==> src/rtl/spi_slave_fifo_pkg.sv <==
// Shared types and constants for the SPI responder.
// Optional macro SPI_SLV_LSB_FIRST_EN (used in spi_slave_fifo.sv) selects LSB-first framing.
package spi_pkg;

    localparam int SPI_DATA_W      = 8;
    localparam int SPI_SYNC_STAGES = 2;

    typedef enum logic [1:0] {
        IDLE  = 2'd0,
        LOAD  = 2'd1,
        SHIFT = 2'd2,
        DONE  = 2'd3
    } spi_state_e;

endpackage

==> src/rtl/spi_slave_fifo_if.sv <==
// SPI wires plus the local TX/RX byte handshakes of the responder.
interface spi_slave_fifo_if #(parameter int CNT_W = 3);

    logic             sck;
    logic             ss;
    logic             mosi;
    logic             miso;
    logic             miso_oe;
    logic [7:0]       tx_data;
    logic             tx_valid;
    logic             tx_ready;
    logic [7:0]       rx_data;
    logic             rx_valid;
    logic             rx_ready;
    logic [CNT_W-1:0] rx_count;

    modport slave (
        input  sck, ss, mosi, tx_data, tx_valid, rx_ready,
        output miso, miso_oe, tx_ready, rx_data, rx_valid, rx_count
    );

    modport master (
        output sck, ss, mosi, tx_data, tx_valid, rx_ready,
        input  miso, miso_oe, tx_ready, rx_data, rx_valid, rx_count
    );

endinterface

==> src/rtl/spi_rx_fifo.sv <==
// Synchronous FIFO for received bytes; push on full and pop on empty are ignored.
module spi_rx_fifo #(
    parameter  int DEPTH = 4,
    parameter  int W     = 8,
    localparam int AW    = $clog2(DEPTH),
    localparam int CW    = AW + 1
) (
    input  logic          clk,
    input  logic          rst,
    input  logic          push,
    input  logic [W-1:0]  din,
    input  logic          pop,
    output logic [W-1:0]  dout,
    output logic [CW-1:0] count,
    output logic          full,
    output logic          empty
);

    logic [W-1:0]  mem [DEPTH];
    logic [AW-1:0] wr_ptr;
    logic [AW-1:0] rd_ptr;
    logic          do_push;
    logic          do_pop;

    assign full    = (count == CW'(DEPTH));
    assign empty   = (count == '0);
    assign do_push = push && !full;
    assign do_pop  = pop && !empty;
    assign dout    = mem[rd_ptr];

    always_ff @(posedge clk) begin
        if (!rst) begin
            wr_ptr <= '0;
            rd_ptr <= '0;
            count  <= '0;
        end else begin
            if (do_push) begin
                mem[wr_ptr] <= din;
                wr_ptr      <= wr_ptr + AW'(1);
            end
            if (do_pop)
                rd_ptr <= rd_ptr + AW'(1);
            case ({do_push, do_pop})
                2'b10:   count <= count + CW'(1);
                2'b01:   count <= count - CW'(1);
                default: count <= count;
            endcase
        end
    end

endmodule

==> src/rtl/spi_slave_fifo.sv <==
// SPI mode-0 responder oversampled in the clk domain, with RX FIFO and one-entry TX holding register.
// Define SPI_SLV_LSB_FIRST_EN for LSB-first framing on both mosi and miso.
module spi_slave_fifo
    import spi_pkg::*;
#(
    parameter int                    RX_DEPTH   = 4,
    parameter logic [SPI_DATA_W-1:0] DUMMY_BYTE = 8'hFF
) (
    input  logic clk,
    input  logic rst,
    input  logic en,
    input  logic clr_err,
    output logic busy,
    output logic irq,
    output logic rx_overflow,
    output logic tx_underrun,
    output logic frame_err,
    spi_slave_fifo_if.slave bus
);

    localparam int CW = $clog2(RX_DEPTH) + 1;

    logic [SPI_SYNC_STAGES:0]   sck_s;
    logic [SPI_SYNC_STAGES:0]   ss_s;
    logic [SPI_SYNC_STAGES-1:0] mosi_s;
    logic sck_rise, sck_fall, ss_fall, ss_lvl, mosi_bit;

    spi_state_e state_q, state_d;
    logic [3:0]            bit_cnt;
    logic [SPI_DATA_W-1:0] tx_shift;
    logic [SPI_DATA_W-1:0] rx_shift;
    logic [SPI_DATA_W-1:0] hold_data;
    logic                  hold_full;
    logic do_load, do_sample, do_tx_shift, do_push, ferr_d, abort, tx_fire;

    logic          fifo_full, fifo_empty;
    logic [CW-1:0] fifo_count;

    assign sck_rise =  sck_s[SPI_SYNC_STAGES-1] && !sck_s[SPI_SYNC_STAGES];
    assign sck_fall = !sck_s[SPI_SYNC_STAGES-1] &&  sck_s[SPI_SYNC_STAGES];
    assign ss_fall  = !ss_s[SPI_SYNC_STAGES-1]  &&  ss_s[SPI_SYNC_STAGES];
    assign ss_lvl   =  ss_s[SPI_SYNC_STAGES-1];
    assign mosi_bit =  mosi_s[SPI_SYNC_STAGES-1];

    // Deselect (synced level) or disable both terminate an unfinished byte.
    assign abort   = ss_lvl || !en;
    assign tx_fire = bus.tx_valid && !hold_full;

    always_comb begin
        state_d     = state_q;
        do_load     = 1'b0;
        do_sample   = 1'b0;
        do_tx_shift = 1'b0;
        do_push     = 1'b0;
        ferr_d      = 1'b0;
        case (state_q)
            IDLE: if (en && ss_fall) state_d = LOAD;
            LOAD: begin
                do_load = 1'b1;
                if (abort) begin
                    state_d = IDLE;
                    ferr_d  = 1'b1;
                end else begin
                    state_d = SHIFT;
                end
            end
            SHIFT: begin
                if (abort) begin
                    state_d = IDLE;
                    ferr_d  = 1'b1;
                end else begin
                    if (sck_rise) begin
                        do_sample = 1'b1;
                        if (bit_cnt == 4'd7) state_d = DONE;
                    end
                    // The first falling edge belongs to the previous byte; bit 0/7 is already out.
                    if (sck_fall && bit_cnt != 4'd0) do_tx_shift = 1'b1;
                end
            end
            DONE: begin
                do_push = 1'b1;
                state_d = (en && !ss_lvl) ? LOAD : IDLE;
            end
            default: state_d = IDLE;
        endcase
    end

    always_ff @(posedge clk) begin
        if (!rst) begin
            sck_s       <= '0;
            ss_s        <= '1;
            mosi_s      <= '0;
            state_q     <= IDLE;
            bit_cnt     <= '0;
            tx_shift    <= '0;
            rx_shift    <= '0;
            hold_data   <= '0;
            hold_full   <= 1'b0;
            rx_overflow <= 1'b0;
            tx_underrun <= 1'b0;
            frame_err   <= 1'b0;
        end else begin
            sck_s     <= {sck_s[SPI_SYNC_STAGES-1:0], bus.sck};
            ss_s      <= {ss_s[SPI_SYNC_STAGES-1:0], bus.ss};
            mosi_s    <= {mosi_s[SPI_SYNC_STAGES-2:0], bus.mosi};
            state_q   <= state_d;
            frame_err <= ferr_d;

            if (do_load) begin
                tx_shift <= hold_full ? hold_data : DUMMY_BYTE;
                bit_cnt  <= '0;
            end else if (do_tx_shift) begin
`ifdef SPI_SLV_LSB_FIRST_EN
                tx_shift <= tx_shift >> 1;
`else
                tx_shift <= tx_shift << 1;
`endif
            end

            if (do_sample) begin
`ifdef SPI_SLV_LSB_FIRST_EN
                rx_shift <= {mosi_bit, rx_shift[SPI_DATA_W-1:1]};
`else
                rx_shift <= {rx_shift[SPI_DATA_W-2:0], mosi_bit};
`endif
                bit_cnt <= bit_cnt + 4'd1;
            end

            if (do_load && hold_full) begin
                hold_full <= 1'b0;
            end else if (tx_fire) begin
                hold_full <= 1'b1;
                hold_data <= bus.tx_data;
            end

            if (do_push && fifo_full) rx_overflow <= 1'b1;
            else if (clr_err)         rx_overflow <= 1'b0;

            if (do_load && !hold_full) tx_underrun <= 1'b1;
            else if (clr_err)          tx_underrun <= 1'b0;
        end
    end

    spi_rx_fifo #(.DEPTH(RX_DEPTH), .W(SPI_DATA_W)) u_rx_fifo (
        .clk   (clk),
        .rst   (rst),
        .push  (do_push),
        .din   (rx_shift),
        .pop   (bus.rx_ready),
        .dout  (bus.rx_data),
        .count (fifo_count),
        .full  (fifo_full),
        .empty (fifo_empty)
    );

    assign bus.rx_count = fifo_count;
    assign bus.rx_valid = !fifo_empty;
    assign bus.tx_ready = !hold_full;
    assign bus.miso_oe  = (state_q != IDLE) && en;
`ifdef SPI_SLV_LSB_FIRST_EN
    assign bus.miso     = bus.miso_oe && tx_shift[0];
`else
    assign bus.miso     = bus.miso_oe && tx_shift[SPI_DATA_W-1];
`endif
    assign busy         = !ss_lvl && en;
    assign irq          = !fifo_empty && en;

endmodule
==> src/flat_wrapper.sv <==
// flat-port wrapper written by rule: the top's interface ports become plain ports
module spi_slave_fifo_flat import spi_pkg::*;
#(
    parameter int                    RX_DEPTH   = 4,
    parameter logic [SPI_DATA_W-1:0] DUMMY_BYTE = 8'hFF
)
  (clk, rst, en, clr_err, busy, irq, rx_overflow, tx_underrun, frame_err, bus_sck, bus_ss, bus_mosi, bus_tx_data, bus_tx_valid, bus_rx_ready, bus_miso, bus_miso_oe, bus_tx_ready, bus_rx_data, bus_rx_valid, bus_rx_count);
  spi_slave_fifo_if bus_i ();
  input  logic clk;
  input  logic rst;
  input  logic en;
  input  logic clr_err;
  output logic busy;
  output logic irq;
  output logic rx_overflow;
  output logic tx_underrun;
  output logic frame_err;
  input wire logic [$bits(bus_i.sck)-1:0] bus_sck;
  input wire logic [$bits(bus_i.ss)-1:0] bus_ss;
  input wire logic [$bits(bus_i.mosi)-1:0] bus_mosi;
  input wire logic [$bits(bus_i.tx_data)-1:0] bus_tx_data;
  input wire logic [$bits(bus_i.tx_valid)-1:0] bus_tx_valid;
  input wire logic [$bits(bus_i.rx_ready)-1:0] bus_rx_ready;
  output wire logic [$bits(bus_i.miso)-1:0] bus_miso;
  output wire logic [$bits(bus_i.miso_oe)-1:0] bus_miso_oe;
  output wire logic [$bits(bus_i.tx_ready)-1:0] bus_tx_ready;
  output wire logic [$bits(bus_i.rx_data)-1:0] bus_rx_data;
  output wire logic [$bits(bus_i.rx_valid)-1:0] bus_rx_valid;
  output wire logic [$bits(bus_i.rx_count)-1:0] bus_rx_count;
  assign bus_i.sck = bus_sck;
  assign bus_i.ss = bus_ss;
  assign bus_i.mosi = bus_mosi;
  assign bus_i.tx_data = bus_tx_data;
  assign bus_i.tx_valid = bus_tx_valid;
  assign bus_i.rx_ready = bus_rx_ready;
  assign bus_miso = bus_i.miso;
  assign bus_miso_oe = bus_i.miso_oe;
  assign bus_tx_ready = bus_i.tx_ready;
  assign bus_rx_data = bus_i.rx_data;
  assign bus_rx_valid = bus_i.rx_valid;
  assign bus_rx_count = bus_i.rx_count;
  spi_slave_fifo #(.RX_DEPTH(RX_DEPTH), .DUMMY_BYTE(DUMMY_BYTE)) u_core (.clk(clk), .rst(rst), .en(en), .clr_err(clr_err), .busy(busy), .irq(irq), .rx_overflow(rx_overflow), .tx_underrun(tx_underrun), .frame_err(frame_err), .bus(bus_i));
endmodule
==> config.mk <==
export PLATFORM = sky130hd
export DESIGN_NAME = spi_slave_fifo_flat
export DESIGN_NICKNAME = d
export VERILOG_FILES = /design/src/rtl/spi_slave_fifo_pkg.sv /design/src/rtl/spi_slave_fifo_if.sv /design/src/rtl/spi_rx_fifo.sv /design/src/rtl/spi_slave_fifo.sv /design/src/flat_wrapper.sv
export SDC_FILE = /design/constraint.sdc
export NUM_CORES = 1
export LEC_CHECK = 0
export ABC_AREA = 1
export CAP_MARGIN = 15
export CORE_MARGIN = 4
export CORE_UTILIZATION = 38
export DETAILED_ROUTE_END_ITERATION = 6
export HOLD_SLACK_MARGIN = 0.06
export PLACE_DENSITY = 0.65
export RECOVER_POWER = 100
export SLEW_MARGIN = 10
export SYNTH_ARGS = -nofsm -noshare
export SYNTH_HDL_FRONTEND = slang
export SYNTH_SLANG_ARGS = --single-unit
==> constraint.sdc <==
create_clock -name clk -period 2.85 [get_ports clk]
set_input_delay 0.57 -clock clk [delete_from_list [all_inputs] [get_ports clk]]
set_output_delay 0.57 -clock clk [all_outputs]
set_load 0.02 [all_outputs]
# --- Word-level counts from Yosys, hierarchy flattened ---
# Memories as Yosys holds them, arrays and structs flattened. A register that Yosys moved wholly into a read port is not among the register bits.
# Cells that the tools add are included.
# Widths: inputs -> output; s select.
classes:
  eq_ne: 10
  mux: 30
  bitwise_logic: 2
  n_addsub: 5
  reduce_logical: 37
ops:
  columns: ["cell", "count"]
  rows:
  - ["$mux 8", 3]
  - ["$mux 1", 16]
  - ["$logic_and 1x1->1", 15]
  - ["$mux 2", 7]
  - ["$reduce_bool 2->1", 6]
  - ["$mux 4", 2]
  - ["$pmux 2 s4", 1]
  - ["$logic_not 1->1", 7]
  - ["$eq 2x2->1 const B", 3]
  - ["$ne 3x1->1 const B", 2]
  - ["$pmux 3 s2", 1]
  - ["$add 2x1->2 const B", 2]
  - ["$add 4x1->4 const B", 1]
  - ["$eq 2x1->1 const B", 2]
  - ["$eq 4x3->1 const B", 1]
  - ["$reduce_and 2->1", 2]
  - ["$reduce_bool 4->1", 1]
  - ["$reduce_or 2->1", 2]
  - ["$add 3x1->3 const B", 1]
  - ["$eq 3x3->1 const B", 1]
  - ["$logic_not 3->1", 1]
  - ["$reduce_and 3->1", 1]
  - ["$sub 3x1->3 const B", 1]
  - ["$logic_not 2->1", 1]
  - ["3 further kinds", 4]
totals:
  wordCells: 100
  output_inout_bits: 20
  ff_bits: 49
  memories: 1
  ram_bits: 32
  input_bits: 17
mem_list:
  columns: ["name", "depth", "width", "read_ports", "rd_ports_with_merged_regs", "wr", "line", "text"]
  rows:
  - ["u_core.u_rx_fifo.mem", 4, 8, 1, 1, 1, "spi_rx_fifo.sv:19", "logic [W-1:0] mem [DEPTH];"]

# --- Depth between registers and ports, before layout ---
# Gate-level depths: netlist (run 1).
depth:
  depth_word: 8
  ltp_mapped: 12
  ltp_nobuf: 12

# --- Modules after synthesis ---
# From an unflattened synthesis (run 1), not the netlist that was laid out.
unflattened:
  cells_unflattened: 392
  area_unflattened_um2: 3478.3
by_module_without_submodules:
  columns: ["mod", "cells_each", "instances", "seq_area_each_um2", "area_per_inst_um2"]
  rows:
  - ["spi_slave_fifo", 246, 1, 840.8, 1783.0]
  - ["spi_rx_fifo", 146, 1, 1141.1, 1695.4]

# --- Least setup slack after synthesis (run 1) ---
# Ideal clock, no wire load.
synth_path:
  path_kind: "reg-to-reg"
  start: "register u_core.u_rx_fifo.count[1]"
  end: "register u_core.u_rx_fifo.count[2]"
  t_arrival_ps: 1921
  stages_incl_launch_ff: 12
  required_ps: 2731
  synth_period_minus_slack_ps: 2040
  n_path_buf: 0
  slack_ps: 810
  setup_time_ps: 119
  path_cell_list: "dfxtp_1 inv_1 nand3_1 nand2_1 inv_1 ha_1 inv_1 fa_1 nand2_1 nand3_1 o21ai_0 a21oi_1"
synth_between:
  elab_chain_len: 5
  elab_cells_between_ends: 12
  cone_classes: "2 x add/sub; 3 x eq/ne; 1 x mux; 6 x reduce/logical"
synth_lines:
  columns: ["item", "line", "text"]
  rows:
  - ["start, declared", "spi_rx_fifo.sv:14", "output logic [CW-1:0] count,"]
  - ["start signal, assigned", "spi_rx_fifo.sv:44", "2'b10: count <= count + CW'(1);"]
  - ["start signal, assigned", "spi_rx_fifo.sv:45", "2'b01: count <= count - CW'(1);"]
  - ["start signal, assigned", "spi_rx_fifo.sv:46", "default: count <= count;"]
  - ["$logic_not 3->1 *", "spi_rx_fifo.sv:26", "assign empty = (count == '0);"]
  - ["$logic_not 1->1 *", null, null]
  - ["via bus_rx_valid", "flat_wrapper.sv:28", "output wire logic [$bits(bus_i.rx_valid)-1:0] bus_rx_valid;"]
  - ["$logic_and 1x1->1 *", "spi_rx_fifo.sv:28", "assign do_pop = pop && !empty;"]
  - ["via u_core.u_rx_fifo.do_pop", "spi_rx_fifo.sv:23", "logic do_pop;"]
  - ["$eq 2x1->1 or $eq 2x2->1 (tied branches)", "spi_rx_fifo.sv:43", "case ({do_push, do_pop})"]
  - ["$pmux 3 s2 or $reduce_bool 2->1 (tied branches)", null, null]
# The timed path passes the listed nets; every way through them passes the cells marked *.
# A chain may end at the register's enable or synchronous reset.

==> impl_metrics.json, run 1 <==
{
  "outcome": "completed",
  "antennaDiodeCount": 0,
  "cp_top_family": "buffers and inverters",
  "die_width_um": 102,
  "cts_root_buffer": "clkbuf_8",
  "core_area_sq_mm": 0.00872,
  "drc": 0,
  "fp.dieH_um": 102,
  "layout_common_cells": "nor2_1, nand2_1, dfxtp_1",
  "worstPathCellList": "clkinvlp_4 -> buf_4 -> o21ai_0 -> o22ai_1 -> dlygate4sd3_1",
  "peakVddDrop_mv": 0.351,
  "leakagePower_nw": 1.71,
  "wl_um": 6240,
  "synthTopCellsByArea": "dfxtp_1, edfxtp_1, nor2_1",
  "arrival_ns": 2.09,
  "grt_util_met1_pct": 16.4,
  "ys_warn_count": 0,
  "critPathSlowestCell": "dlygate4sd3_1",
  "hold_viol": 0,
  "r2r-end": "u_core.u_rx_fifo.count[2]",
  "antenna_found_initial": 0,
  "syn_inst": 370,
  "avgViaCountPerCell": 4.63,
  "synth_top_cell_by_area": "dfxtp_1",
  "dr_total_vias": 2447,
  "grtUsageMet2_pct": 22.5,
  "clock-sinks": 83,
  "fill_cells": 825,
  "holdWs_ns": 0.418,
  "yosysTopAreaCellShare_pct": 30.1,
  "netlist_area_sq_mm": 0.00339,
  "clk_pin_slew_ns": 0.08,
  "drtIter0Drc": 69,
  "reg2reg_depth": 10,
  "finalNetCount": 445,
  "io_buffers": 36,
  "synth-seq-area-share_pct": 58.4,
  "cp.required_ns": 2.28,
  "timing.fmax_ghz": 0.376,
  "fin_crit_sh_pct": 93.4,
  "mostFrequentLayoutCell": "nor2_1",
  "setup_viol": 0,
  "worst_setup_path_start_kind": "flop",
  "reg2reg_slack_ns": 0.96,
  "grt-busiest-layer": "met2",
  "grt_pass1_vias": 2402,
  "gp_congestion": 0.786,
  "hold_buffers": 0,
  "grt_max_degree": 25,
  "placed_area_sq_mm": 0.00388,
  "cp_max_fo": 16,
  "grt_first_pass_wirelength_um": 11000,
  "fin_tns_setup_ns": 0,
  "end_kind": "primary output",
  "die_area_sq_mm": 0.0105,
  "clock_path_buffers": 2,
  "r2r_start": "u_core.u_rx_fifo.count[0]",
  "postSynthAreaPerCell_sq_um": 9.17,
  "dpl.hpwl_um": 4370,
  "rsz0062_at_grt": "no",
  "min_path_type": "reg -> reg",
  "worstSetupPathType": "reg -> out",
  "insertion_delay_ns": 0.35,
  "crit_path_max_incr_delay_ns": 0.65,
  "whs_path_depth": 1,
  "cellPowerDensity_mw_per_mm2": 778,
  "io_pins": 37,
  "synth_fp_nets": 400,
  "tritoncts": "yes",
  "worst_pin_slew_ns": 0.888,
  "maxCapViolCount": 0,
  "rows": 34,
  "grt_use_total_pct": 13.1,
  "relSlewSlack_pct": 40.8,
  "numCtsBuffers": 9,
  "fin_crit_ns": 2.66,
  "first_pass_iters": 4,
  "grt_overflow": 0,
  "multi_input_area_sq_mm": 0.00119,
  "clock_skew_ns": 0.00874,
  "final_area_sq_mm": 0.00407,
  "ant_nets": 0,
  "drive_gt1_share_pct": 6.90,
  "area_growth_pct": 20.1,
  "synth-seq-cells": 83,
  "synth.distinct_cells": 28,
  "htreeDepth": 3,
  "use_met3_pct": 3.21,
  "ff_latch_area_sq_mm": 0.00198,
  "initial_core_util_pct": 38.9,
  "report.final.slew_viol_count": 0,
  "worstHoldStart": "u_core.ss_s[0]",
  "wire_per_inst_um": 11.8,
  "crit_buf_inv": 3,
  "hold_end": "u_core.ss_s[1]"
}
[cells in the mapped netlist]
| library cell | instances |
|---|---|
| inv_1 | 36 |
| nand2_2 | 1 |
| nor2_4 | 2 |
| nand2_1 | 51 |
| a21oi_1 | 22 |
| a31oi_1 | 1 |
| a21oi_2 | 2 |
| nor2_1 | 70 |
| buf_1 | 1 |
| a211oi_1 | 1 |
| buf_2 | 6 |
| clkinv_1 | 2 |
| nand4_1 | 1 |
| o21ai_0 | 40 |
| nand2_4 | 1 |
| nor3_1 | 1 |
| fa_1 | 1 |
| edfxtp_1 | 32 |
| xor2_1 | 1 |
| nand3_2 | 1 |
| dfxtp_1 | 51 |
| clkbuf_1 | 1 |
| ha_1 | 12 |
| nand3_1 | 12 |
| or2_2 | 2 |
| inv_2 | 3 |
| buf_6 | 2 |
| o22ai_1 | 14 |
[per-stage QoR]
step / worst slack, ns / utilization (%) / instances / power, mW
floorplan: 0.810 / - / 370 / 2.04
global placement: 0.324 / 44.5 / 511 / 2.33
detailed placement: 0.349 / 44.5 / 511 / 2.35
CTS: 0.201 / 46.9 / 527 / 3.22
global route: 0.0410 / 46.7 / 528 / 3.38
finish: 0.188 / 46.7 / 528 / 3.17
[cell type report]
| type | instances | area share (%) |
|---|---|---|
| inverters | 41 | 3.87 |
| clock inverters | 7 | 2.06 |
| flip-flops and latches | 83 | 48.7 |
| clock buffers | 9 | 3.04 |
| well taps | 108 | 3.32 |
| repair buffers | 44 | 9.77 |
| multi-input cells | 236 | 29.3 |
[where the power goes]
| group | internal, mW | switching (mW) |
|---|---|---|
| sequential | 1.34 | 0.0799 |
| combinational | 0.357 | 0.518 |
| clock | 0.420 | 0.451 |
| total | 2.12 | 1.05 |
[per-layer routing]
layer	share of wire [%]	up-vias
met1	46	1087
met4	0.83	0
met2	48	50
li1	-	1304
met3	4.8	6
met5	0	-
[worst reg2reg max path, cell delays in order (launching register included)]
cell,delay (ns)
dfxtp_1,0.32
inv_1,0.18
nand3_1,0.13
nand2_1,0.16
ha_1,0.19
inv_1,0.06
fa_1,0.38
nand2_1,0.08
nand3_1,0.08
o21ai_0,0.15
a21oi_1,0.05
[flip-flops by register name, summed over array words and instances (netlist names), named ones only]
signal / cells
u_core.u_rx_fifo.wr_ptr: 2
u_core.bit_cnt: 4
u_core.rx_overflow: 1
u_core.hold_data: 8
u_core.tx_shift: 8
u_core.u_rx_fifo.mem: 32
u_core.tx_underrun: 1
u_core.rx_shift: 8
u_core.frame_err: 1
u_core.mosi_s: 2
u_core.u_rx_fifo.rd_ptr: 2
u_core.ss_s: 3
u_core.sck_s: 3
u_core.hold_full: 1
u_core.u_rx_fifo.count: 3
u_core.state_q: 2
[worst max path at each step]
stage	startpoint	cells past startpoint	end	slack, ns
4_1_cts	flop	4	bus_rx_data[0]	0.20
3_3_place_gp	en	4	irq	0.32
6_report	flop	5	bus_rx_data[1]	0.19
2_1_floorplan	u_core.u_rx_fifo.count[1]	11	u_core.u_rx_fifo.count[2]	0.81
5_1_grt	flop	5	bus_rx_data[6]	0.04
3_5_place_dp	en	4	irq	0.35
[what timing repair did]
action,in CTS,in global routing
endpoints found under the setup margin,0,2
resized for setup,0,1
setup buffers,0,1
[kinds of logic after synthesis]
family          synth area share (%)
buf+inv                         6.31
simple gates                    17.3
compound gates                  12.7
flops                           58.4
xor+xnor                       0.258
fa+ha+maj                       5.02
(Power assumes the default switching activity.)
==> run 2: changes to the inputs <==
--- a/config.mk
+++ b/config.mk
@@ -8,10 +8,10 @@
 export ABC_AREA = 1
 export CAP_MARGIN = 15
 export CORE_MARGIN = 4
-export CORE_UTILIZATION = 38
+export CORE_UTILIZATION = 30
 export DETAILED_ROUTE_END_ITERATION = 6
 export HOLD_SLACK_MARGIN = 0.06
-export PLACE_DENSITY = 0.65
+export PLACE_DENSITY = 0.56
 export RECOVER_POWER = 100
 export SLEW_MARGIN = 10
 export SYNTH_ARGS = -nofsm -noshare
==> constraint.sdc (replaced) <==
create_clock -name clk -period 3.06 [get_ports clk]
set_input_delay 0.612 -clock clk [delete_from_list [all_inputs] [get_ports clk]]
set_output_delay 0.612 -clock clk [all_outputs]
set_load 0.02 [all_outputs]
==> run 2 against run 1 <==
Effect of this change: clock skew shrank 0.00077 ns; sequential power shrank 8%; hold slack lost 0.0050 ns; global-route usage shrank 2.5 points; final area grew 2.9%; combinational power shrank 7.0%; die area grew 24%; largest cell class unchanged.
==> impl_metrics.json, run 2 (synthesized netlist as in run 1, its figures left out) <==
{
  "grt_overflow": 0,
  "relSlewSlack_pct": 30.1,
  "crit_start": "en",
  "ff_latch_area_sq_mm": 0.00198,
  "avgViaCountPerCell": 4.45,
  "hold_buffers": 0,
  "dr_total_vias": 2488,
  "leakagePower_nw": 1.75,
  "p_total_mw": 3.17,
  "stdcell_count": 559,
  "htreeDepth": 3,
  "worstHoldStart": "u_core.sck_s[0]",
  "clock_path_buffers": 2,
  "cellPowerDensity_mw_per_mm2": 757,
  "io_buffers": 36,
  "rsz0062_at_grt": "no",
  "drive_gt1_share_pct": 6.44,
  "drtIter0Drc": 103,
  "dp.cells": 543,
  "core_area_sq_mm": 0.0109,
  "drc": 0,
  "fin_crit_sh_pct": 87.3,
  "outcome": "completed",
  "layout_common_cells": "nor2_1, nand2_1, dfxtp_1",
  "numCtsBuffers": 9,
  "hold_viol": 0,
  "arrival_ns": 2.06,
  "grt_use_total_pct": 10.6,
  "timing.fmax_ghz": 0.374,
  "insertion_delay_ns": 0.34,
  "wire_per_inst_um": 11.9,
  "grt_first_pass_wirelength_um": 11000,
  "fp.dieH_um": 114,
  "worst_pin_slew_ns": 1.05,
  "reg2reg_depth": 10,
  "die_area_sq_mm": 0.0131,
  "antenna_found_initial": 0,
  "fin_crit_ns": 2.67,
  "cp.required_ns": 2.45,
  "finalNetCount": 444,
  "worst_setup_path_start_kind": "input pin",
  "peakVddDrop_mv": 0.296,
  "min_path_type": "reg -> reg",
  "post_cts_buffers": 0,
  "report.final.slew_viol_count": 0,
  "regMostFlops": "u_core.u_rx_fifo.mem",
  "area_growth_pct": 23.5,
  "largest_register_ffs": 32,
  "clock-sinks": 83,
  "fin_tns_setup_ns": 0,
  "whs_path_depth": 2,
  "ant_nets": 0,
  "grt_pass1_vias": 2390,
  "fin_util_pct": 38.3,
  "initial_core_util_pct": 31.0,
  "holdWs_ns": 0.413,
  "rows": 38,
  "gp_congestion": 0.729,
  "tritoncts": "yes",
  "end_kind": "primary output",
  "multi_input_area_sq_mm": 0.00119,
  "dpl.hpwl_um": 4440,
  "clock_skew_ns": 0.00796,
  "cts_root_buffer": "clkbuf_16",
  "antennaDiodeCount": 0,
  "clk_pin_slew_ns": 0.06,
  "maxCapViolCount": 0,
  "grt_max_degree": 29,
  "cp_max_fo": 3,
  "wl_um": 6630,
  "fill_cells": 1105,
  "r2r_start": "u_core.u_rx_fifo.count[0]",
  "cts_resized": 0,
  "first_pass_iters": 4,
  "setup_viol": 0,
  "mostFrequentLayoutCell": "nor2_1",
  "die_width_um": 114,
  "io_pins": 37,
  "worstSetupPathType": "in -> out"
}
run 2: cell count changes in the layout (fill, tap and decap cells not counted), sizes merged:
cell,delta
clkdlybuf4s50,-4
dlygate4sd3,+4
buf,-1
bufinv,-1
inv,+1
run 2: per-stage QoR:
step	instance area, sq um	setup slack (ns)
3_5_place_dp	3920	0.434
6_report	4190	0.388
2_1_floorplan	3390	1.02
3_3_place_gp	3920	0.447
5_1_grt	4190	0.316
4_1_cts	4220	0.415
run 2: path summary, 6_finish.rpt:
kind / end / slack (ns)
worst min-delay path: u_core.sck_s[1] / 0.41
worst max-delay path: bus_miso / 0.39
worst min register to register: u_core.sck_s[1] / 0.41
worst max register to register: u_core.u_rx_fifo.count[2] / 1.16
run 2: final cells by class:
| class | instances | area share (%) |
|---|---|---|
| Multi-Input combinational cell | 236 | 28.5 |
| Timing Repair Buffer | 43 | 9.32 |
| Tap cell | 140 | 4.18 |
| Clock buffer | 9 | 5.37 |
| Sequential cell | 83 | 47.3 |
| Inverter | 41 | 3.67 |
| Clock inverter | 7 | 1.70 |
run 2: report_power, final:
part / switching, mW / internal [mW] / leakage, nW
Sequential: 0.0632 / 1.25 / 0.741
Combinational: 0.495 / 0.319 / 0.867
Clock: 0.473 / 0.572 / 0.139
run 2: worst max-delay path, stage by stage:
cell and delay (ns):
clkdlybuf4s50_1 0.50, inv_1 0.10, nor3_1 0.15, dlygate4sd3_1 0.70
run 2: per-layer routing:
metal | global-route usage, % | share of wire [%] | wire length, um
met3 | 3.59 | 3.8 | 255
met4 | 3.01 | 1.2 | 80
met2 | 17.6 | 47 | 3100
met1 | 13.0 | 48 | 3190
met5 | 0 | 0 | 0
==> run 3: changes to the inputs <==
==> constraint.sdc (replaced) <==
create_clock -name clk -period 3.45 [get_ports clk]
set_input_delay 0.69 -clock clk [delete_from_list [all_inputs] [get_ports clk]]
set_output_delay 0.69 -clock clk [all_outputs]
set_load 0.02 [all_outputs]
==> run 3 against run 2 <==
Effect of this change: sequential share of layout area increased by 0.071 points; power decreased by 11%; combinational power decreased by 11%; die area unchanged; global-route usage increased by 0.39 points; clock skew increased by 0.0013 ns; hold slack improved by 0.0027 ns.
==> impl_metrics.json, run 3 (synthesized netlist as in run 1, its figures left out) <==
{
  "final_area_sq_mm": 0.00418,
  "wire_per_inst_um": 11.9,
  "dp.cells": 542,
  "crit_buf_inv": 3,
  "grt_util_met1_pct": 13.9,
  "hold_end": "u_core.sck_s[1]",
  "fin_crit_sh_pct": 83.8,
  "cts_root_buffer": "clkbuf_16",
  "rsz0062_at_grt": "no",
  "layout_common_cells": "nor2_1, nand2_1, dfxtp_1",
  "grt_pass1_vias": 2393,
  "antennaDiodeCount": 0,
  "min_path_type": "reg -> reg",
  "worstPathCellList": "buf_4 -> inv_1 -> o21ai_0 -> o22ai_1 -> dlygate4sd3_1",
  "cts_resized": 0,
  "fin_crit_ns": 2.89,
  "fp.dieH_um": 114,
  "regMostFlops": "u_core.u_rx_fifo.mem",
  "grtUsageMet2_pct": 17.4,
  "post_cts_buffers": 0,
  "reg2reg_slack_ns": 1.52,
  "grt_overflow": 0,
  "arrival_ns": 2.20,
  "initial_core_util_pct": 31.0,
  "cp_max_fo": 17,
  "rows": 38,
  "stdcell_count": 558,
  "finalNetCount": 443,
  "leakagePower_nw": 1.75,
  "crit_path_max_incr_delay_ns": 0.70,
  "hold_buffers": 0,
  "fin_util_pct": 38.3,
  "die_area_sq_mm": 0.0131,
  "core_area_sq_mm": 0.0109,
  "maxCapViolCount": 0,
  "htreeDepth": 3,
  "cp_top_family": "buffers and inverters",
  "clock_path_buffers": 2,
  "avgViaCountPerCell": 4.54,
  "clk_pin_slew_ns": 0.06,
  "hold_viol": 0,
  "drtIter0Drc": 117,
  "placed_area_sq_mm": 0.00391,
  "wl_um": 6660,
  "whs_path_depth": 2,
  "grt_max_degree": 31,
  "critPathSlowestCell": "dlygate4sd3_1",
  "end_kind": "primary output",
  "largest_register_ffs": 32,
  "io_pins": 37,
  "worstHoldStart": "u_core.sck_s[0]",
  "reg2reg_depth": 11,
  "insertion_delay_ns": 0.34,
  "cp.required_ns": 2.76,
  "io_buffers": 36,
  "worst_pin_slew_ns": 1.14,
  "first_pass_iters": 4,
  "worst_setup_path_start_kind": "flop",
  "timing.fmax_ghz": 0.346,
  "r2r-end": "u_core.u_rx_fifo.count[2]",
  "grt_first_pass_wirelength_um": 11300,
  "relSlewSlack_pct": 23.9,
  "r2r_start": "u_core.u_rx_fifo.count[1]",
  "drc": 0,
  "tritoncts": "yes",
  "area_growth_pct": 23.3,
  "worstSetupPathType": "reg -> out",
  "setup_viol": 0,
  "die_width_um": 114,
  "peakVddDrop_mv": 0.303,
  "use_met3_pct": 4.39,
  "cellPowerDensity_mw_per_mm2": 672,
  "grt-busiest-layer": "met2",
  "drive_gt1_share_pct": 6.94,
  "numCtsBuffers": 9,
  "dpl.hpwl_um": 4500,
  "gp_congestion": 0.784,
  "report.final.slew_viol_count": 0,
  "fin_tns_setup_ns": 0,
  "ant_nets": 0,
  "antenna_found_initial": 0,
  "clock_skew_ns": 0.00922,
  "dr_total_vias": 2536,
  "clock-sinks": 83,
  "mostFrequentLayoutCell": "nor2_1",
  "grt_use_total_pct": 11.0,
  "outcome": "completed"
}
## run 3: changes by cell type in the layout (fill, tap and decap cells not counted), sizes merged
| cell | previous run | this run |
|---|---|---|
| inv | 42 | 44 |
| clkbuf | 15 | 14 |
| clkinvlp | 2 | 1 |
| clkinv | 4 | 3 |
## run 3: stage by stage
step / hold slack [ns] / setup slack (ns) / power, mW
2_1_floorplan: 0.390 / 1.41 / 1.69
5_1_grt: 0.445 / 0.394 / 3.01
4_1_cts: 0.420 / 0.626 / 2.87
3_5_place_dp: 0.404 / 0.701 / 1.94
3_3_place_gp: 0.397 / 0.683 / 1.93
6_report: 0.416 / 0.560 / 2.81
## run 3: worst register-to-register path: cells and delay by family (launching register included)
family | cells | cell delay (ns)
AO/OA/AOI/OAI | 2 | 0.22
adder cells (fa/ha/maj) | 2 | 0.57
buffers and inverters | 3 | 0.31
flip-flops | 1 | 0.35
AND/OR/NAND/NOR | 4 | 0.38
## run 3: worst max-delay path by stage
stage,end,cells after the start
5_1_grt,bus_rx_data[2],5
6_report,bus_rx_data[4],5
3_3_place_gp,bus_miso,4
3_5_place_dp,bus_miso,4
4_1_cts,bus_rx_data[4],5
2_1_floorplan,u_core.u_rx_fifo.count[2],11
## run 3: power breakdown
part	leakage, nW	internal (mW)	switching, mW
sequential	0.741	1.11	0.0541
combinational	0.866	0.283	0.445
clock	0.141	0.506	0.414
## run 3: per-layer routing
layer / share of wire (%) / wire (um)
met1: 49 / 3240
met3: 4.1 / 271
met4: 0.83 / 55
met2: 46 / 3090
met5: 0 / 0
## run 3: layout make-up
type / count / area, sq um
flip-flops and latches: 83 / 1980
fillers: 1108 / 6750
multi-input cells: 236 / 1200
clock buffers: 9 / 225
well taps: 140 / 175
repair buffers: 42 / 387
clock inverters: 7 / 65.1
inverters: 41 / 154
